[config.mk]
export PLATFORM = sky130hd
export DESIGN_NAME = completion_data_channel
export DESIGN_NICKNAME = d
export VERILOG_FILES = /design/src/rtl/completion_data_channel.sv
export SDC_FILE = /design/constraint.sdc
export NUM_CORES = 1
export LEC_CHECK = 0
export CORE_MARGIN = 4
export CORE_UTILIZATION = 45
export DETAILED_ROUTE_END_ITERATION = 6
export PLACE_DENSITY = 0.85
export SLEW_MARGIN = 20
export SYNTH_ARGS = -nofsm -noshare
export SYNTH_HDL_FRONTEND = slang
export SYNTH_SLANG_ARGS = --single-unit
[constraint.sdc]
create_clock -name iClock -period 11.7 [get_ports iClock]
set_clock_uncertainty 0.1 [all_clocks]
set_input_delay 2.34 -clock iClock [delete_from_list [all_inputs] [get_ports iClock]]
set_output_delay 2.34 -clock iClock [all_outputs]
set_load 0.02 [all_outputs]
[src/rtl/completion_data_channel.sv]
// completion_data_channel
// Sits behind the completion command channel. Takes one command header at a
// time, re-issues it downstream, then either forwards Length data beats from
// the source to the destination or emits a single locally generated report
// word. A one-cycle done pulse marks the end of every transfer.
//
// Handshake rule for every port pair here: a transfer happens on the rising
// clock edge where valid and ready are both 1. Valid, once raised, holds
// with its payload stable until that edge. Ready may change freely.
module completion_data_channel #(
   parameter int AddressWidth       = 32,
   parameter int DataWidth          = 32,
   parameter int InnerIFLengthWidth = 16,
   parameter int ThisID             = 1
) (
   input  logic                          iClock,
   input  logic                          iReset,
   // upstream command
   input  logic [5:0]                    iCmdOpcode,
   input  logic [4:0]                    iCmdTargetID,
   input  logic [4:0]                    iCmdSourceID,
   input  logic [AddressWidth-1:0]       iCmdAddress,
   input  logic [InnerIFLengthWidth-1:0] iCmdLength,
   input  logic                          iCmdValid,
   output logic                          oCmdReady,
   input  logic [DataWidth-1:0]          iReportData,
   // downstream command
   output logic [5:0]                    oDstOpcode,
   output logic [4:0]                    oDstTargetID,
   output logic [4:0]                    oDstSourceID,
   output logic [AddressWidth-1:0]       oDstAddress,
   output logic [InnerIFLengthWidth-1:0] oDstLength,
   output logic                          oDstCmdValid,
   input  logic                          iDstCmdReady,
   // data path
   input  logic [DataWidth-1:0]          iSrcData,
   input  logic                          iSrcDataValid,
   output logic                          oSrcDataReady,
   output logic [DataWidth-1:0]          oDstData,
   output logic                          oDstDataValid,
   output logic                          oDstDataLast,
   input  logic                          iDstDataReady,
   output logic                          oXferDone,
   // current FSM state, for debug visibility
   output logic [2:0]                    oDebugState
);

   typedef enum logic [2:0] {
      Idle       = 3'd0,
      CmdOut     = 3'd1,
      DataFwd    = 3'd2,
      DataReport = 3'd3,
      Done       = 3'd4
   } state_t;

   localparam logic [4:0]                    cThisID = 5'(ThisID);
   localparam logic [InnerIFLengthWidth-1:0] cOne    = InnerIFLengthWidth'(1);

   state_t                          rState;
   logic [5:0]                      rOpcode;
   logic [4:0]                      rTargetID;
   logic [4:0]                      rSourceID;
   logic [AddressWidth-1:0]         rAddress;
   logic [InnerIFLengthWidth-1:0]   rLength;
   logic [DataWidth-1:0]            rReport;
   logic [InnerIFLengthWidth-1:0]   rRemain;
   logic                            rDstCmdValid;
   logic                            rXferDone;

   logic isReport;
   logic beatFire;

   // A header addressed back to us with target 0 is a completion report.
   assign isReport = (rSourceID == cThisID) && (rTargetID == 5'd0);
   // A forwarded beat moves only while in DataFwd with both sides willing.
   assign beatFire = (rState == DataFwd) && iSrcDataValid && iDstDataReady;

   // Ready only in Idle; forced low while reset is asserted.
   assign oCmdReady = (rState == Idle) && !iReset;

   assign oDstOpcode   = rOpcode;
   assign oDstTargetID = rTargetID;
   assign oDstSourceID = rSourceID;
   assign oDstAddress  = rAddress;
   assign oDstLength   = rLength;
   assign oDstCmdValid = rDstCmdValid;
   assign oXferDone    = rXferDone;
   assign oDebugState  = rState;

   // Transfer sequencing: header capture, command issue, data phase, done pulse.
   always_ff @(posedge iClock or posedge iReset) begin
      if (iReset) begin
         rState       <= Idle;
         rOpcode      <= '0;
         rTargetID    <= '0;
         rSourceID    <= '0;
         rAddress     <= '0;
         rLength      <= '0;
         rReport      <= '0;
         rRemain      <= '0;
         rDstCmdValid <= 1'b0;
         rXferDone    <= 1'b0;
      end else begin
         rXferDone <= 1'b0;
         case (rState)
            Idle: begin
               if (iCmdValid) begin
                  rOpcode      <= iCmdOpcode;
                  rTargetID    <= iCmdTargetID;
                  rSourceID    <= iCmdSourceID;
                  rAddress     <= iCmdAddress;
                  rLength      <= iCmdLength;
                  rReport      <= iReportData;
                  rRemain      <= iCmdLength;
                  rDstCmdValid <= 1'b1;
                  rState       <= CmdOut;
               end
            end
            CmdOut: begin
               if (iDstCmdReady) begin
                  rDstCmdValid <= 1'b0;
                  if (isReport) begin
                     rState <= DataReport;
                  end else if (rLength == '0) begin
                     rState    <= Done;
                     rXferDone <= 1'b1;
                  end else begin
                     rState <= DataFwd;
                  end
               end
            end
            DataFwd: begin
               // Exit on the beat that consumes the last remaining count, so
               // the counter never has to pass through zero.
               if (beatFire) begin
                  rRemain <= rRemain - cOne;
                  if (rRemain == cOne) begin
                     rState    <= Done;
                     rXferDone <= 1'b1;
                  end
               end
            end
            DataReport: begin
               if (iDstDataReady) begin
                  rState    <= Done;
                  rXferDone <= 1'b1;
               end
            end
            Done: begin
               rState <= Idle;
            end
            default: begin
               rState <= Idle;
            end
         endcase
      end
   end

   // Data-phase muxing: zero-latency pass-through when forwarding, report
   // word when reporting, everything quiet otherwise.
   always_comb begin
      oDstData      = '0;
      oDstDataValid = 1'b0;
      oDstDataLast  = 1'b0;
      oSrcDataReady = 1'b0;
      case (rState)
         DataFwd: begin
            oDstData      = iSrcData;
            oDstDataValid = iSrcDataValid;
            oDstDataLast  = (rRemain == cOne);
            oSrcDataReady = iDstDataReady;
         end
         DataReport: begin
            oDstData      = rReport;
            oDstDataValid = 1'b1;
            oDstDataLast  = 1'b1;
         end
         default: begin
         end
      endcase
   end

endmodule

; ---- Word level (Yosys, flattened, before mapping)
; Index checks and enable logic that the tools add are counted.
[classes]
n_addsub = 1
n_mul = 0
div = 0
order_cmp = 0
n_eq_ne = 10
n_shift = 0
n_mux = 25
bitwise = 0
reduce_logical = 14
[op_table]
columns = operator, n
row1 = $pmux 32 s2, 1
row2 = $mux 16, 2
row3 = $pmux 16 s2, 1
row4 = $mux 3, 7
row5 = $eq 16x1->1 const B, 1
row6 = $logic_not 16->1, 1
row7 = $sub 16x1->16 const B, 1
row8 = $pmux 3 s4, 1
row9 = $mux 1, 9
row10 = $ne 2x2->1 const B, 4
row11 = $eq 3x2->1 const B, 2
row12 = $pmux 1 s2, 3
row13 = $reduce_and 3->1, 2
row14 = $eq 5x1->1 const B, 1
row15 = $logic_not 5->1, 1
row16 = $reduce_and 5->1, 1
row17 = $logic_and 1x1->1, 4
row18 = $reduce_bool 2->1, 2
row19 = $eq 3x1->1 const B, 1
row20 = $logic_not 3->1, 1
row21 = $pmux 1 s3, 1
row22 = $ne 2x1->1 const B, 1
row23 = $reduce_and 2->1, 1
row24 = $logic_not 1->1, 1
[totals]
ff_bits = 117
latchBits = 0
ram_bits = 0
rom_bits = 0
in_bits = 134
output_inout_bits = 105
elab_cells = 60
n_memories = 0

; ---- Depth between registers and ports, before layout
; Gate-level depths: netlist of run 1.
[logic_depth]
depth_word = 5
depth_mapped = 7
depth_no_buf = 6

; ---- Worst setup path before layout of run 1
; No wires, ideal clock.
[synth_timing]
path_kind = input port to output port
startpoint = input iReset
endpoint = output oCmdReady
arrival_ns = 2.967
required_ns = 9.260
setup_slack_ns = 6.293
cell_stages = 1
n_path_buf = 0
cell_sequence = nor4_1
[synth_via]
elab_chain_len = 2
[synth_lines]
columns = element, line
row1 = start: declaration, 17  ; input logic iReset,
row2 = $logic_not 1->1 (no source line), -
row3 = $logic_and 1x1->1, 79  ; assign oCmdReady = (rState == Idle) && !iReset;
row4 = end: declaration, 25  ; output logic oCmdReady,
; Every way passes these cells.

; ---- Worst setup path in the final report of run 1
; Ends and elaborated chain as after synthesis.

==> results of run 1 <==
-- state kept, by name, summed over array words and instances (netlist names) --
name,count
oDstLength,16
oDebugState,3
oDstAddress,32
oDstTargetID,5
oDstCmdValid,1
oXferDone,1
rReport,32
oDstSourceID,5
oDstOpcode,6
rRemain,16
-- layer usage --
layer  wire, um  vias up  GRT usage
li1           -     2106          -
met1       6280     2291      0.268
met2       9110      191      0.437
met3       1220       29     0.0842
met4        433        0     0.0840
met5          0        -          0
-- worst max-delay path: cells and delay by family --
family,cells,cell delay (ns)
buffers and inverters,2,1.18
and+or+nand+nor,1,0.27
-- area by class of cell --
cell class	instances	area (sq um)	share of cell area
clock buffer	21	440	0.0514
clock inverter	11	176	0.0206
sequential	117	2930	0.342
multi-input combinational	301	2380	0.277
timing repair buffer	244	2430	0.284
tap	147	184	0.0215
inverter	7	28.8	0.00336
-- logic make-up (layout without fill, tap and decap cells) --
kind of cell               after synthesis  in the layout
muxes                                  126            126
DFF                                    117            117
and+or+nand+nor                        108            108
AOI/OAI and AO/OA                       65             65
buffers and inverters                   36            283
adders and majority gates                2              2
-- cell usage after synthesis, types with 2 or more instances --
cell       instances  area share
nand2_1           16       0.011
buf_2             14       0.013
mux2_1            38       0.078
a21oi_1           18       0.016
nand3_1            5      0.0045
buf_4              2      0.0027
nand4_1            6      0.0068
nor3_2             2      0.0036
nor2_1            49       0.033
o22ai_1            7      0.0079
o21ai_0           16       0.015
and4_1             2      0.0032
a22oi_1            3      0.0041
mux2i_1           32       0.058
a2bb2oi_1          7       0.011
nor4b_1            3      0.0048
buf_6              8       0.016
nor3_1             5      0.0045
and3_1             2      0.0023
nor4_1             8      0.0091
nand2b_1           2      0.0023
a31oi_1            3      0.0034
inv_1              6      0.0041
a211o_1            3      0.0048
a211oi_1           2      0.0027
dfrtp_1          117        0.53
clkbuf_1           5      0.0034
ha_1               2      0.0045
mux2_2            56        0.11
-- worst max-delay path by stage --
stage,start,to,slack (ns),depth (start not counted)
3_3_place_gp,iDstDataReady,oSrcDataReady,5.52,4
2_1_floorplan,iReset,oDebugState[0],6.16,1
5_1_grt,iReset,oCmdReady,5.42,3
4_1_cts,iReset,oCmdReady,5.48,3
3_5_place_dp,iReset,oCmdReady,5.50,3
6_report,iReset,oCmdReady,5.47,3
-- stage by stage --
step / instances / hold WS [ns] / worst slack (ns) / cell area [sq um]
floorplan: 454 / 0.358 / 6.16 / 5520
global placement: 815 / 0.369 / 5.52 / 7940
detailed placement: 815 / 0.376 / 5.50 / 7940
finish: 848 / 0.389 / 5.47 / 8570
global route: 848 / 0.402 / 5.42 / 8570
CTS: 847 / 0.389 / 5.48 / 8560
-- power breakdown --
| group | total, W | internal [W] | switching [W] |
|---|---|---|---|
| sequential | 0.000772 | 0.000611 | 0.000161 |
| combinational | 0.00117 | 0.000588 | 0.000584 |
| clock | 0.000549 | 0.000358 | 0.000191 |
| total | 0.00249 | 0.00156 | 0.000937 |
==> reports/qor.txt, run 1 <==
EDFF count, synth: 0
Data arrival, critical path: 3.79 ns
Netlist cell types: 44
R2R Path End: rReport[28]
Hold depth: 1
H-tree depth: 4
Worst hold path type: reg2reg
Final net count: 824
Final WL: 17000 um
Post-Syn Area per Cell: 12.2 sq um
Largest fanout on the critical path: 2
Post-CTS Setup Bufs: 0
Critical R2R Launch: oDebugState[0]
Die area: 14100 sq um
Die H: 119 um
Worst vdd ir: 0.201 mV
Worst setup EP type: output pin
Detailed-route wire length per cell: 20.1 um
Simple-Gate Fraction of Synth Area: 0.101
Crit path cell chain: clkdlybuf4s50_1 > nor4_1 > clkdlybuf4s50_1
Clk_lat worst skew: 0.42 ns
Setup TNS: 0 ns
Max capacitance violation total: 0
Commonest non-fill, non-tap cell in the layout: clkdlybuf4s50_1
Max Fclk: 160 MHz
DP HPWL: 12400 um
Crit start category: input pin
Worst-path clk slew: 0.05 ns
Fraction of registers with async set or reset after synthesis: 1.00
# setup viols final: 0
LEAKAGE: 3.48 nW
#FFs+latches synth: 117
Critical Path RT: 9.26 ns
Post-synthesis adder-cell area fraction: 0.00453
Status: complete, no violations
Mux share of post-synthesis cell area: 0.250
R2r setup slk: 8.57 ns
CTS buffer count: 17
I/O Buffers: 238
Vias per inst: 5.44
Slew Limit Fails: 0
Combinational family with the most area after synthesis: multiplexers
Largest net degree at the start of global routing: 71
Share of layout cells above drive strength 1: 0.144
CTS tree: yes
Endpoints failing hold: 0
Initial Utilization: 0.459
Post-synthesis cell area: 5520 sq um
Core box area: 12000 sq um
TritonCTS Sinks: 117
Root Driver: clkbuf_16
Primary FF master, synth: dfrtp_1
Hold_sp: oDstOpcode[3]
DRT Pass-1 Iters: 5
Most frequent cell on the critical path: clkdlybuf4s50_1
Crit path time final: 6.23 ns
Max Buffers Root-to-Sink: 2
Worst Max-Slew Pin Slew: 0.959 ns
Post-cts resize count: 0
Reg2Reg Depth: 6
Gr usage total: 0.244
Hold Crit Endpoint: oDstOpcode[3]
Post-synthesis xor/xnor area fraction: 0
Boundary Pins: 239
Period utilization: 0.533
Mapped Nets: 590
Vias: 4617
Gr ovfl total: 0
Initial DRC Count: 285
Area Overhead vs Synth: 55.2%
Core Util, Final: 0.713
Die Span X: 119 um
Compound-Gate Fraction of Synth Area: 0.0746
Global-route wire length before repair: 26800 um
Hold-fix buffers at CTS: 0
Cell count after synthesis: 454
GPL Wtd Cong: 0.863
Post-route ant nets: 0
CP max stage cell: clkdlybuf4s50_1
FILL cells: 846
Vias in the first global route: 5028
RSZ-0062 raised after global routing: no
Commonest cells after routing, fill and taps aside: clkdlybuf4s50_1, dfrtp_1, mux2_2
Critical path class: in2out
Rows: 40
Initial antenna violation count: 0
Worst rel slew slack: 0.360
Crit-path max cell delay: 0.72 ns
Drc violations: 0
Yosys warnings: 0
Inserted Diodes: 0
Tot Pwr: 0.00249 W
Power Density: 291 nW/um^2
Register area share after synthesis: 0.530
Note: power is estimated with default switching activity, not from simulation.
==> inputs of run 2 (changes only) <==
CORE_UTILIZATION = 39   (was 45)
PLACE_DENSITY = 0.78   (was 0.85)
clock period = 5.1 ns   (was 11.7 ns; I/O delays follow)
==> run 2 against run 1 <==
First-iteration DRC count decreased by 34%. Setup slack got worse by 4.1 ns. Sequential share of layout area decreased by 0.055 points. Critical path type is now reg2out. Largest power group unchanged.
==> reports/qor.txt, run 2 (same netlist as run 1, synthesis figures left out) <==
Worst-path clk slew: 0.06 ns
Setup TNS: 0 ns
Core box area: 13900 sq um
Place WS: 1.54 ns
Post-CTS Setup Bufs: 0
R2r setup slk: 2.58 ns
Vias per inst: 5.19
I/O Buffers: 238
Die Span X: 127 um
GPL Wtd Cong: 0.861
Root Driver: clkbuf_16
Critical R2R Launch: oDebugState[0]
Crit path cell chain: or3b_1 > nor2_1 > clkdlybuf4s50_1
Commonest non-fill, non-tap cell in the layout: clkdlybuf4s50_1
Reg area: 2930 sq um
Reg2Reg Depth: 6
Boundary Pins: 239
RSZ-0062 raised after global routing: no
Detailed-route wire length per cell: 18.6 um
Worst setup EP type: output pin
Largest net degree at the start of global routing: 68
Gr usage total: 0.206
Rows: 43
Area Overhead vs Synth: 55.5%
Period utilization: 0.731
CP max stage cell: or3b_1
Critical Path RT: 3.98 ns
Worst rel slew slack: 0.380
R2R Path End: oDstAddress[5]
Drc violations: 0
Power Density: 653 nW/um^2
Hold depth: 1
Share of layout cells above drive strength 1: 0.148
Worst Max-Slew Pin Slew: 0.928 ns
Hold_sp: rReport[10]
Met2 WL: 8680 um
Vias in the first global route: 4926
Gr ovfl total: 0
Worst hold path type: reg2reg
Post-cts resize count: 0
Final net count: 825
H-tree depth: 4
Max capacitance violation total: 0
LEAKAGE: 3.48 nW
Vias: 4574
Die H: 127 um
Final WL: 16400 um
# setup viols final: 0
Worst Path Buf+Inv: 1
DP HPWL: 12100 um
Top layer in use: met4
Endpoints failing hold: 0
Top delay family on crit path: simple AND/OR/NAND/NOR gates
Max Fclk: 268 MHz
Inserted Diodes: 0
Post-route ant nets: 0
Final hold slack: 0.383 ns
Clk_lat worst skew: 0.41 ns
Hold Crit Endpoint: rReport[10]
FILL cells: 1091
Slew Limit Fails: 0
Critical path class: reg2out
Area of the multi-input gates: 2380 sq um
CTS tree: yes
TritonCTS Sinks: 117
Global-route wire length before repair: 26000 um
WL met1: 6160 um
Max Buffers Root-to-Sink: 2
Largest fanout on the critical path: 19
Initial antenna violation count: 0
Met3 Wirelength: 1080 um
DRT Pass-1 Iters: 4
Crit path time final: 3.73 ns
Data arrival, critical path: 2.61 ns
Commonest cells after routing, fill and taps aside: clkdlybuf4s50_1, dfrtp_1, mux2_2
Initial Utilization: 0.398
Crit-path max cell delay: 0.68 ns
Die area: 16100 sq um
Worst vdd ir: 0.393 mV
CTS buffer count: 17
Hold-fix buffers at CTS: 0
Worst setup margin: 1.37 ns
Status: complete, no violations
Crit start category: flop
Initial DRC Count: 188
## run 2: report_power, final
group          internal [W]  switching [W]  total (W)
clock              0.000763       0.000410    0.00117
combinational       0.00134        0.00131    0.00266
sequential          0.00140       0.000367    0.00177
total               0.00351        0.00209    0.00560
## run 2: area by class of cell
cell class | count | area share
flip-flops and latches | 117 | 0.341
clock buffers | 22 | 0.0564
clock inverters | 9 | 0.0118
repair buffers | 245 | 0.284
multi-input cells | 301 | 0.277
inverters | 7 | 0.00335
well taps | 180 | 0.0262
## run 2: routing by layer
metal | up-vias | global-route usage
li1 | 2118 | -
met1 | 2254 | 0.233
met2 | 164 | 0.356
met3 | 38 | 0.0661
met4 | 0 | 0.0877
met5 | - | 0
## run 2: worst max path at each step
stage,cells after the start,slack (ns),endpoint,from
3_3_place_gp,4,1.55,oSrcDataReady,iDstDataReady
6_report,3,1.37,oSrcDataReady,oDebugState[1]
4_1_cts,3,1.36,oSrcDataReady,oDebugState[1]
3_5_place_dp,4,1.54,oSrcDataReady,iDstDataReady
5_1_grt,3,1.28,oSrcDataReady,oDebugState[1]
2_1_floorplan,1,0.88,oDebugState[0],iReset
## run 2: through the flow
stage | cells | cell area [sq um] | util | power, W
3_3_place_gp | 850 | 8000 | 0.576 | 0.00436
3_5_place_dp | 850 | 8000 | 0.576 | 0.00445
6_report | 881 | 8580 | 0.618 | 0.00560
2_1_floorplan | 454 | 5520 | - | 0.00330
4_1_cts | 881 | 8580 | 0.618 | 0.00565
5_1_grt | 881 | 8580 | 0.618 | 0.00593
## run 2: worst reg2reg max path: cells and delay by family, from the launching register on
| family | cells | cell delay [ns] |
|---|---|---|
| AND/OR/NAND/NOR | 2 | 0.25 |
| buffers and inverters | 3 | 1.19 |
| multiplexers | 1 | 0.48 |
| flip-flops | 1 | 0.39 |
==> inputs of run 3 (changes only) <==
CORE_UTILIZATION = 43   (was 39)
PLACE_DENSITY = 0.81   (was 0.78)
clock period = 3.8 ns   (was 5.1 ns; I/O delays follow)
==> run 3 against run 2 <==
Highest routed layer unchanged. Die area fell by 8.7%. Cell count fell by 0.68%. Sequential power rose by 32%. Critical path depth rose by 2. Setup slack got worse by 0.97 ns.
==> reports/qor.txt, run 3 (same netlist as run 1, synthesis figures left out) <==
Endpoints failing hold: 0
Initial Utilization: 0.439
Final hold slack: 0.383 ns
Crit path time final: 3.39 ns
Crit-path max cell delay: 0.65 ns
Top delay family on crit path: simple AND/OR/NAND/NOR gates
Critical path class: reg2out
Die Span X: 121 um
Rows: 41
Core Util, Final: 0.684
# setup viols final: 0
Commonest cells after routing, fill and taps aside: clkdlybuf4s50_1, dfrtp_1, mux2_2
RSZ-0062 raised after global routing: no
I/O Buffers: 238
Critical Path RT: 2.94 ns
Worst-path clk slew: 0.05 ns
FILL cells: 920
Max Fclk: 295 MHz
Global-route wire length before repair: 26100 um
Most frequent cell on the critical path: nor2_1
Data arrival, critical path: 2.53 ns
Final net count: 827
Post-cts resize count: 0
Crit. path cell count: 5
Hold depth: 1
Largest fanout on the critical path: 7
Post-Layout Cell Count: 875
Die H: 121 um
Power Density: 878 nW/um^2
Gr usage total: 0.229
Setup TNS: 0 ns
Inserted Diodes: 0
Reg2Reg Depth: 6
Initial antenna violation count: 0
Worst setup EP type: output pin
Worst vdd ir: 0.536 mV
Clk_lat worst skew: 0.42 ns
Crit path cell chain: nor3_2 > and4_1 > nor2_1 > nor2_1 > clkdlybuf4s50_1
Post-CTS Setup Bufs: 0
Slew Limit Fails: 0
CTS tree: yes
Status: complete, no violations
Core box area: 12600 sq um
TritonCTS Sinks: 117
Post-route ant nets: 0
Initial DRC Count: 232
Gr ovfl total: 0
LEAKAGE: 3.46 nW
Max Buffers Root-to-Sink: 2
DP HPWL: 12300 um
R2r setup slk: 1.38 ns
Worst hold path type: reg2reg
Worst Path Buf+Inv: 1
Vias per inst: 5.26
DRT Pass-1 Iters: 4
Largest net degree at the start of global routing: 58
Area Overhead vs Synth: 55.8%
Crit start category: flop
Detailed-route wire length per cell: 19.2 um
Drc violations: 0
Max capacitance violation total: 0
CP max stage cell: clkdlybuf4s50_1
GPL Wtd Cong: 0.833
CTS buffer count: 17
Share of layout cells above drive strength 1: 0.152
Die area: 14700 sq um
Vias in the first global route: 4972
Worst Max-Slew Pin Slew: 0.956 ns
Hold-fix buffers at CTS: 0
Final WL: 16800 um
Inst Count DP: 844
H-tree depth: 4
Commonest non-fill, non-tap cell in the layout: clkdlybuf4s50_1
Vias: 4606
Worst rel slew slack: 0.362
Period utilization: 0.893
Boundary Pins: 239
Root Driver: clkbuf_16
run 3: power breakdown:
group | leakage [nW] | switching [W] | internal, W
Clock | 0.265 | 0.000579 | 0.000991
Combinational | 1.82 | 0.00182 | 0.00181
Sequential | 1.37 | 0.000460 | 0.00188
Total | 3.46 | 0.00286 | 0.00469
run 3: worst paths after layout:
kind                                   endpoint            from
worst max-delay path               oDstDataLast      rRemain[8]
worst min-delay path                 rReport[6]      rReport[6]
worst max register to register  oDstAddress[15]  oDebugState[0]
worst min register to register       rReport[6]      rReport[6]
max in group asynchronous            rReport[9]          iReset
min in group asynchronous           rReport[26]          iReset
run 3: metrics by stage:
step                power, W  setup slack, ns  cell area (sq um)
CTS                  0.00760            0.430               8600
global placement     0.00585            0.785               8010
global route         0.00797            0.296               8600
floorplan            0.00443             1.19               5520
finish               0.00755            0.407               8600
detailed placement   0.00599            0.756               8010
run 3: layer usage:
metal | part of all wire | vias up | track usage
li1 | - | 2113 | -
met3 | 0.081 | 31 | 0.101
met4 | 0.023 | 0 | 0.0861
met5 | 0 | - | 0
met2 | 0.53 | 169 | 0.387
met1 | 0.37 | 2293 | 0.255
run 3: final cells by class:
| type | instances | area, sq um | area share |
|---|---|---|---|
| flip-flops and latches | 117 | 2930 | 0.341 |
| repair buffers | 247 | 2460 | 0.286 |
| multi-input cells | 301 | 2380 | 0.276 |
| clock buffers | 19 | 453 | 0.0527 |
| well taps | 172 | 215 | 0.0250 |
| clock inverters | 12 | 131 | 0.0153 |
| inverters | 7 | 30.0 | 0.00349 |
